[src/rtl/mips_ctrl_pkg.sv]
// Shared encodings for the multicycle MIPS control path: FSM states, opcode/func
// values, ALU operation codes, datapath select values and the control bundle.
package mips_ctrl_pkg;

  typedef enum logic [3:0] {
    S_FETCH,
    S_DECODE,
    S_MEM_ADDR,
    S_MEM_READ,
    S_MEM_WB,
    S_MEM_WRITE,
    S_R_EXEC,
    S_SHIFT_EXEC,
    S_ALU_WB,
    S_I_EXEC,
    S_I_WB,
    S_BRANCH,
    S_JUMP,
    S_JAL,
    S_JR
  } state_e;

  localparam logic [5:0] OP_RTYPE = 6'h00;
  localparam logic [5:0] OP_J     = 6'h02;
  localparam logic [5:0] OP_JAL   = 6'h03;
  localparam logic [5:0] OP_BEQ   = 6'h04;
  localparam logic [5:0] OP_BNE   = 6'h05;
  localparam logic [5:0] OP_ADDI  = 6'h08;
  localparam logic [5:0] OP_SLTI  = 6'h0A;
  localparam logic [5:0] OP_LW    = 6'h23;
  localparam logic [5:0] OP_SW    = 6'h2B;

  localparam logic [5:0] FN_SLL = 6'h00;
  localparam logic [5:0] FN_SRL = 6'h02;
  localparam logic [5:0] FN_JR  = 6'h08;
  localparam logic [5:0] FN_ADD = 6'h20;
  localparam logic [5:0] FN_SUB = 6'h22;
  localparam logic [5:0] FN_AND = 6'h24;
  localparam logic [5:0] FN_OR  = 6'h25;
  localparam logic [5:0] FN_SLT = 6'h2A;

  localparam logic [2:0] ALU_AND = 3'b000;
  localparam logic [2:0] ALU_OR  = 3'b001;
  localparam logic [2:0] ALU_ADD = 3'b010;
  localparam logic [2:0] ALU_SLL = 3'b011;
  localparam logic [2:0] ALU_SRL = 3'b100;
  localparam logic [2:0] ALU_SUB = 3'b110;
  localparam logic [2:0] ALU_SLT = 3'b111;

  localparam logic [1:0] RWA_RT  = 2'd0;
  localparam logic [1:0] RWA_RD  = 2'd1;
  localparam logic [1:0] RWA_R31 = 2'd2;

  localparam logic [1:0] RWD_ALU = 2'd0;
  localparam logic [1:0] RWD_MEM = 2'd1;
  localparam logic [1:0] RWD_PC  = 2'd2;

  localparam logic [1:0] SRCA_PC = 2'd0;
  localparam logic [1:0] SRCA_RS = 2'd1;
  localparam logic [1:0] SRCA_RT = 2'd2;

  localparam logic [2:0] SRCB_RT     = 3'd0;
  localparam logic [2:0] SRCB_FOUR   = 3'd1;
  localparam logic [2:0] SRCB_IMM    = 3'd2;
  localparam logic [2:0] SRCB_IMM_SH = 3'd3;
  localparam logic [2:0] SRCB_SHAMT  = 3'd4;

  localparam logic [1:0] PCSRC_ALU    = 2'd0;
  localparam logic [1:0] PCSRC_ALUREG = 2'd1;
  localparam logic [1:0] PCSRC_JUMP   = 2'd2;
  localparam logic [1:0] PCSRC_RS     = 2'd3;

  typedef struct packed {
    logic       reg_we;
    logic [1:0] reg_write_addr;
    logic [1:0] reg_write_data;
    logic       instr_reg_we;
    logic       instr_or_data;
    logic       pc_reg_we;
    logic       mem_we;
    logic [1:0] alu_src_a;
    logic [2:0] alu_src_b;
    logic [1:0] pc_src;
    logic [2:0] alu_controller;
    logic       illegal_instr;
    logic       retire;
  } ctrl_t;

endpackage

[src/rtl/alu_decoder.sv]
// R-type func field to ALU operation, plus class flags used by the dispatcher.
module alu_decoder
  import mips_ctrl_pkg::*;
(
  input  logic [5:0] func,
  output logic [2:0] alu_ctl,
  output logic       is_alu,
  output logic       is_shift
);

  always_comb begin
    alu_ctl  = ALU_ADD;
    is_alu   = 1'b0;
    is_shift = 1'b0;
    case (func)
      FN_ADD: begin alu_ctl = ALU_ADD; is_alu = 1'b1; end
      FN_SUB: begin alu_ctl = ALU_SUB; is_alu = 1'b1; end
      FN_AND: begin alu_ctl = ALU_AND; is_alu = 1'b1; end
      FN_OR:  begin alu_ctl = ALU_OR;  is_alu = 1'b1; end
      FN_SLT: begin alu_ctl = ALU_SLT; is_alu = 1'b1; end
      FN_SLL: begin alu_ctl = ALU_SLL; is_shift = 1'b1; end
      FN_SRL: begin alu_ctl = ALU_SRL; is_shift = 1'b1; end
      default: ;
    endcase
  end

endmodule

[src/rtl/multi_cycle_controller.sv]
// Multicycle MIPS main control FSM: state register plus a mostly-Moore decode of
// every datapath select/enable, with mem_ready waits and a retired-instruction count.
module multi_cycle_controller
  import mips_ctrl_pkg::*;
#(
  parameter int CNT_W = 32
) (
  input  logic             clk,
  input  logic             rst,
  input  logic [5:0]       operation,
  input  logic [5:0]       func,
  input  logic             zero,
  input  logic             mem_ready,
  output logic             reg_we,
  output logic [1:0]       reg_write_addr,
  output logic [1:0]       reg_write_data,
  output logic             instr_reg_we,
  output logic             instr_or_data,
  output logic             pc_reg_we,
  output logic             mem_we,
  output logic [1:0]       alu_src_a,
  output logic [2:0]       alu_src_b,
  output logic [1:0]       pc_src,
  output logic [2:0]       alu_controller,
  output logic             illegal_instr,
  output logic             retire,
  output logic [CNT_W-1:0] instr_count
);

  state_e           state_q, state_d;
  logic [CNT_W-1:0] count_q, count_d;
  ctrl_t            ctrl, ctrl_out;

  logic [2:0] fn_alu;
  logic       fn_is_alu, fn_is_shift;

  alu_decoder u_alu_dec (
    .func     (func),
    .alu_ctl  (fn_alu),
    .is_alu   (fn_is_alu),
    .is_shift (fn_is_shift)
  );

  always_comb begin
    ctrl    = '0;
    state_d = state_q;
    case (state_q)
      S_FETCH: begin
        ctrl.instr_or_data  = 1'b0;
        ctrl.alu_src_a      = SRCA_PC;
        ctrl.alu_src_b      = SRCB_FOUR;
        ctrl.alu_controller = ALU_ADD;
        ctrl.pc_src         = PCSRC_ALU;
        if (mem_ready) begin
          ctrl.instr_reg_we = 1'b1;
          ctrl.pc_reg_we    = 1'b1;
          state_d           = S_DECODE;
        end
      end
      S_DECODE: begin
        // Speculatively compute pc+4 + (imm<<2) so BRANCH can use the ALU register.
        ctrl.alu_src_a      = SRCA_PC;
        ctrl.alu_src_b      = SRCB_IMM_SH;
        ctrl.alu_controller = ALU_ADD;
        case (operation)
          OP_LW, OP_SW:     state_d = S_MEM_ADDR;
          OP_ADDI, OP_SLTI: state_d = S_I_EXEC;
          OP_BEQ, OP_BNE:   state_d = S_BRANCH;
          OP_J:             state_d = S_JUMP;
          OP_JAL:           state_d = S_JAL;
          OP_RTYPE: begin
            if (fn_is_alu)          state_d = S_R_EXEC;
            else if (fn_is_shift)   state_d = S_SHIFT_EXEC;
            else if (func == FN_JR) state_d = S_JR;
            else begin
              ctrl.illegal_instr = 1'b1;
              state_d            = S_FETCH;
            end
          end
          default: begin
            ctrl.illegal_instr = 1'b1;
            state_d            = S_FETCH;
          end
        endcase
      end
      S_MEM_ADDR: begin
        ctrl.alu_src_a      = SRCA_RS;
        ctrl.alu_src_b      = SRCB_IMM;
        ctrl.alu_controller = ALU_ADD;
        state_d             = (operation == OP_SW) ? S_MEM_WRITE : S_MEM_READ;
      end
      S_MEM_READ: begin
        ctrl.instr_or_data = 1'b1;
        if (mem_ready) state_d = S_MEM_WB;
      end
      S_MEM_WB: begin
        ctrl.reg_we         = 1'b1;
        ctrl.reg_write_addr = RWA_RT;
        ctrl.reg_write_data = RWD_MEM;
        ctrl.retire         = 1'b1;
        state_d             = S_FETCH;
      end
      S_MEM_WRITE: begin
        // Strobe stays up for the whole access; the store retires on the ready cycle.
        ctrl.instr_or_data = 1'b1;
        ctrl.mem_we        = 1'b1;
        if (mem_ready) begin
          ctrl.retire = 1'b1;
          state_d     = S_FETCH;
        end
      end
      S_R_EXEC: begin
        ctrl.alu_src_a      = SRCA_RS;
        ctrl.alu_src_b      = SRCB_RT;
        ctrl.alu_controller = fn_alu;
        state_d             = S_ALU_WB;
      end
      S_SHIFT_EXEC: begin
        ctrl.alu_src_a      = SRCA_RT;
        ctrl.alu_src_b      = SRCB_SHAMT;
        ctrl.alu_controller = fn_alu;
        state_d             = S_ALU_WB;
      end
      S_ALU_WB: begin
        ctrl.reg_we         = 1'b1;
        ctrl.reg_write_addr = RWA_RD;
        ctrl.reg_write_data = RWD_ALU;
        ctrl.retire         = 1'b1;
        state_d             = S_FETCH;
      end
      S_I_EXEC: begin
        ctrl.alu_src_a      = SRCA_RS;
        ctrl.alu_src_b      = SRCB_IMM;
        ctrl.alu_controller = (operation == OP_SLTI) ? ALU_SLT : ALU_ADD;
        state_d             = S_I_WB;
      end
      S_I_WB: begin
        ctrl.reg_we         = 1'b1;
        ctrl.reg_write_addr = RWA_RT;
        ctrl.reg_write_data = RWD_ALU;
        ctrl.retire         = 1'b1;
        state_d             = S_FETCH;
      end
      S_BRANCH: begin
        ctrl.alu_src_a      = SRCA_RS;
        ctrl.alu_src_b      = SRCB_RT;
        ctrl.alu_controller = ALU_SUB;
        ctrl.pc_src         = PCSRC_ALUREG;
        ctrl.pc_reg_we      = (operation == OP_BNE) ? ~zero : zero;
        ctrl.retire         = 1'b1;
        state_d             = S_FETCH;
      end
      S_JUMP: begin
        ctrl.pc_src    = PCSRC_JUMP;
        ctrl.pc_reg_we = 1'b1;
        ctrl.retire    = 1'b1;
        state_d        = S_FETCH;
      end
      S_JAL: begin
        // PC already holds pc+4 from FETCH; that is the link value for r31.
        ctrl.pc_src         = PCSRC_JUMP;
        ctrl.pc_reg_we      = 1'b1;
        ctrl.reg_we         = 1'b1;
        ctrl.reg_write_addr = RWA_R31;
        ctrl.reg_write_data = RWD_PC;
        ctrl.retire         = 1'b1;
        state_d             = S_FETCH;
      end
      S_JR: begin
        ctrl.pc_src    = PCSRC_RS;
        ctrl.pc_reg_we = 1'b1;
        ctrl.retire    = 1'b1;
        state_d        = S_FETCH;
      end
      default: state_d = S_FETCH;
    endcase
  end

  // Reset blanks every output immediately, not just at the next edge.
  assign ctrl_out = rst ? ctrl : '0;

  always_comb begin
    count_d = count_q + {{(CNT_W-1){1'b0}}, ctrl_out.retire};
  end

  always_ff @(posedge clk or negedge rst) begin
    if (!rst) begin
      state_q <= S_FETCH;
      count_q <= '0;
    end else begin
      state_q <= state_d;
      count_q <= count_d;
    end
  end

  assign reg_we         = ctrl_out.reg_we;
  assign reg_write_addr = ctrl_out.reg_write_addr;
  assign reg_write_data = ctrl_out.reg_write_data;
  assign instr_reg_we   = ctrl_out.instr_reg_we;
  assign instr_or_data  = ctrl_out.instr_or_data;
  assign pc_reg_we      = ctrl_out.pc_reg_we;
  assign mem_we         = ctrl_out.mem_we;
  assign alu_src_a      = ctrl_out.alu_src_a;
  assign alu_src_b      = ctrl_out.alu_src_b;
  assign pc_src         = ctrl_out.pc_src;
  assign alu_controller = ctrl_out.alu_controller;
  assign illegal_instr  = ctrl_out.illegal_instr;
  assign retire         = ctrl_out.retire;
  assign instr_count    = count_q;

endmodule
[config.mk]
export PLATFORM = sky130hd
export DESIGN_NAME = multi_cycle_controller
export DESIGN_NICKNAME = d
export VERILOG_FILES = /design/src/rtl/mips_ctrl_pkg.sv /design/src/rtl/alu_decoder.sv /design/src/rtl/multi_cycle_controller.sv
export SDC_FILE = /design/constraint.sdc
export NUM_CORES = 1
export LEC_CHECK = 0
export CELL_PAD_IN_SITES_DETAIL_PLACEMENT = 0
export CELL_PAD_IN_SITES_GLOBAL_PLACEMENT = 1
export CORE_MARGIN = 2
export CORE_UTILIZATION = 35
export CTS_CLUSTER_DIAMETER = 60
export DETAILED_ROUTE_END_ITERATION = 10
export PLACE_DENSITY_LB_ADDON = 0.1
export RECOVER_POWER = 50
export SYNTH_ARGS = -nofsm -noshare
export SYNTH_HDL_FRONTEND = slang
export SYNTH_HIERARCHICAL = 1
export SYNTH_SLANG_ARGS = --single-unit
[constraint.sdc]
create_clock -name clk -period 2.6 [get_ports clk]
set_input_delay 0.39 -clock clk [delete_from_list [all_inputs] [get_ports clk]]
set_output_delay 0.39 -clock clk [all_outputs]
set_load 0.05 [all_outputs]
==> summary.md <==
The clock passes through at most 2 buffers. In this run the cell area of the synthesized design comes to 2330 um^2. The layout overhead on the synthesized area is 51.7%. Detailed placement finished with a half-perimeter wire length of 4310 um.

Simple-gate share of the synthesized area: 0.304. Among all flip-flop cells after synthesis, the most frequent one is sky130_fd_sc_hd__dfrtp_1. Global routing finished with a remaining overflow of 0.

Yosys instantiated no cell more often than sky130_fd_sc_hd__dfrtp_1. The global-route wire length before repair was 9720 um; the number of top-level design ports was 69. For the data arrival time of the worst path, the log shows 2.14 ns. Ranked by instance count, the synthesized netlist is headed by 36 x sky130_fd_sc_hd__dfrtp_1, 29 x sky130_fd_sc_hd__xnor2_1, 24 x sky130_fd_sc_hd__nand2_1, 16 x sky130_fd_sc_hd__nor2_1, 15 x sky130_fd_sc_hd__nand3_1. The tools report the leakage power total as 0.00146 uW. The synthesized netlist contains 55 unique library cells. After detailed routing, the average wire length per cell comes to 13.6 um.

After technology mapping, the gate count stands at 254. The run gives 0 as the number of failing hold endpoints at the final stage. The relative contribution of the clock network to total power is 0.313, and the pin count of the biggest net entering global routing is 37. Of all nets on the critical path, the largest fanout is 3. The sequential area share after synthesis came out at 0.387. The slew at the pin closest to its max-slew limit was 0.514 ns. The overall via count from detail_route was 2,112; the met1 track demand over resource in global routing was 0.250.

The logs give 0.228 for the logic gate share of total power and 36 for the clock sink count. For this run, the post-layout net count is 354. STA classifies the critical path endpoint as an output pin.

By area the synthesized netlist is led by sky130_fd_sc_hd__dfrtp_1 39%, sky130_fd_sc_hd__xnor2_1 11%, sky130_fd_sc_hd__nand2_1 3.9%, sky130_fd_sc_hd__nand3_1 3.2%, sky130_fd_sc_hd__nand4_1 2.7%. After floorplanning, the core was divided into 29 placement rows. The clock tree synthesis step divided the H-tree into 2 levels. The post-route DRC violation count came out at 0. The dominant cell type by area after synthesis is sky130_fd_sc_hd__dfrtp_1. Share of flip-flops with an asynchronous set or reset after synthesis: 1.00. The headroom to the max-slew limit was 0.657. The register bit count reported by yosys was 36; the final number of max-transition violations was 0. Buffers inserted during clock tree synthesis total 5. Number of buffers added on ports: 68.

The buffer type at the clock tree root is sky130_fd_sc_hd__clkbuf_8. The area share of the largest cell type after synthesis works out to 0.387. For the number of violations reported at the end of detailed-routing iteration 0, the log shows 128. The number of enable flip-flop cells after synthesis is 0, and the number of vias per cell after detailed routing is 5.10.

The tools report the synthesized netlist net count as 272. 0 antenna diodes ended up in the layout. Dividing total power by cell area gives a power density of 359 nW/um^2. Clock-pin slew was measured on the worst setup and hold paths at 0.06 ns. Yosys printed 6 warnings.

The critical path is of the primary input to output pin type. The tools report the met3 track demand over resource as 0.0356. For the setup fix buffers added after clock tree synthesis, the log shows 0.

The synthesized-area fraction occupied by adder cells came out at 0.0107. The first detailed-routing pass took 4 iterations. The post-route cell area is 3530 um^2, and the die area is 7320 um^2. The detailed-route wire length came out at 5640 um. The share of final-layout standard cells stronger than drive strength 1 came out at 0.234. The achievable clock frequency was 396 MHz. The starting utilization of the core area came out at 0.365. For the fraction of met2 tracks used by global routing, the log shows 0.234. The worst setup path is launched from a primary input.

The tools report the switching power of the nets as 357 uW. In this run the vertical extent of the chip is 85.6 um. Path class of the lowest-slack min-delay path: primary input to asynchronous set/reset pin. The average instance in the mapped netlist occupies 9.17 um^2. Final hold slack: 0.308 ns. The clock latency at the later pin of the worst-skew pair was 0.28 ns; the number of antenna violations at the first check in global routing was 0. Reported max-cap violation count: 0. Routability-driven placement congestion ratio: 0.807. The synthesized-area fraction occupied by xor and xnor cells is 0.132. The largest family of logic cells by synthesized area is simple AND/OR/NAND/NOR gates.

The run gives 910 uW as the internal power contribution. Setup repair after global routing could not meet its margin everywhere. In this run the most used layer during global routing was met1.

Measured along the x axis, the die boundary spans 85.6 um. The minimum period implied by the final worst setup slack is 2.53 ns, and the multiplexer share of the synthesized area is 0.0140. VDD sags by at most 0.000370 V. The switching portion of total power was 0.282; the internal reg-to-reg setup slack was 0.31 ns.

The run gives 601 as the number of fill cells. Setup violations remaining at the end of the flow were counted as 0. The post-route fraction of the period consumed by the critical path is 0.972, and the path depth of the worst reg2reg path is 9. The via count of the first global-routing pass was 2,037; the placeable core region was 6390 um^2.

The share of power burned in registers is 0.459, and the complex-gate fraction of the synthesized area is 0.113. The logs give 2.21 ns for the worst path required time and 0.00544 ns for the worst clock skew on the final layout. The flow ran to the end, and the final reports show no timing, DRC or antenna violations. The logs give 0 for the final antenna-violating net count and 0.161 for the overall fraction of global-route tracks in use.

The tools report the placed instance area as 3460 um^2. TritonCTS built the clock tree.
-- final timing paths --
kind,endpoint,startpoint
min in group clk,instr_count[31]$_DFF_PN0_,instr_count[31]$_DFF_PN0_
min reg2reg,instr_count[31]$_DFF_PN0_,instr_count[31]$_DFF_PN0_
max in group asynchronous,instr_count[2]$_DFF_PN0_,rst
max reg2reg,instr_count[20]$_DFF_PN0_,state_q[2]$_DFFE_PN0P_
max,alu_controller[0],func[0]
min,instr_count[0]$_DFF_PN0_,rst
-- cell type report --
type	count	area, um^2	share of cell area
Inverter	4	15.0	0.00425
Clock buffer	8	90.1	0.0255
Multi-Input combinational cell	200	1400	0.396
Tap cell	77	96.3	0.0273
Sequential cell	36	901	0.255
Timing Repair Buffer	89	1030	0.292
-- state kept, by name, summed over array words and instances, names as in the netlist --
signal,cells
instr_count,32
state_q,4
-- what timing repair did --
action,4_1_cts,5_1_grt
endpoints found under the hold margin,0,0
hold buffers,0,0
setup endpoints to repair,0,3
resized for setup,0,4
-- power groups by stage --
stage | clock network [uW] | logic (uW) | registers, uW
floorplan | 0 | 132 | 626
global placement | 0 | 294 | 595
detailed placement | 0 | 295 | 595
CTS | 410 | 295 | 584
global route | 444 | 311 | 582
finish | 397 | 289 | 581
-- cells in the final DEF (no fill, tap or decap), types with 3 or more instances in the layout --
cell / instances
sky130_fd_sc_hd__nor3b_1: 3
sky130_fd_sc_hd__nand2_2: 3
sky130_fd_sc_hd__and4_1: 5
sky130_fd_sc_hd__nand3_1: 15
sky130_fd_sc_hd__and2_1: 6
sky130_fd_sc_hd__nor2_1: 15
sky130_fd_sc_hd__nand4_1: 10
sky130_fd_sc_hd__nor2b_1: 4
sky130_fd_sc_hd__xor2_1: 6
sky130_fd_sc_hd__clkbuf_8: 6
sky130_fd_sc_hd__o21ai_0: 3
sky130_fd_sc_hd__buf_4: 22
sky130_fd_sc_hd__nor3_1: 6
sky130_fd_sc_hd__clkdlybuf4s50_1: 31
sky130_fd_sc_hd__dfrtp_1: 36
sky130_fd_sc_hd__inv_1: 4
sky130_fd_sc_hd__buf_12: 20
sky130_fd_sc_hd__a21oi_2: 4
sky130_fd_sc_hd__nand2_1: 22
sky130_fd_sc_hd__and3_1: 3
sky130_fd_sc_hd__dlygate4sd3_1: 15
sky130_fd_sc_hd__nand2b_1: 5
sky130_fd_sc_hd__o22ai_1: 9
sky130_fd_sc_hd__xnor2_1: 29
sky130_fd_sc_hd__a21oi_1: 5
-- layer usage --
| layer | routed length, um | part of all wire | vias up |
|---|---|---|---|
| met5 | 0 | 0 | - |
| met4 | 16 | 0.0028 | 0 |
| met3 | 229 | 0.041 | 2 |
| met2 | 2460 | 0.44 | 47 |
| met1 | 2940 | 0.52 | 991 |
| li1 | - | - | 1072 |
-- worst max-delay path: stages --
cell	delay, ns
sky130_fd_sc_hd__clkdlybuf4s50_1	0.44
sky130_fd_sc_hd__or3_4	0.40
sky130_fd_sc_hd__a211o_2	0.31
sky130_fd_sc_hd__a21oi_2	0.12
sky130_fd_sc_hd__nand4b_1	0.13
sky130_fd_sc_hd__a21oi_2	0.19
sky130_fd_sc_hd__buf_12	0.16
-- metrics by stage --
stage | worst slack [ns] | total power (uW) | utilization | std cells | TNS [ns]
floorplan | -0.0170 | 758 | - | 254 | -0.0170
global placement | 0.0501 | 888 | 0.542 | 406 | 0
detailed placement | 0.00209 | 889 | 0.542 | 406 | 0
CTS | 0.000723 | 1290 | 0.556 | 414 | 0
global route | -0.0297 | 1340 | 0.553 | 414 | -0.0539
finish | 0.0727 | 1270 | 0.553 | 414 | 0
-- kinds of logic after synthesis --
kind of cell | count (synthesis)
flip-flops | 36
XOR/XNOR | 35
buffers and inverters | 18
AND/OR/NAND/NOR | 124
AO/OA/AOI/OAI | 36
adder cells (fa/ha/maj) | 2
multiplexers | 3
Power figures use the tool's default switching activity.
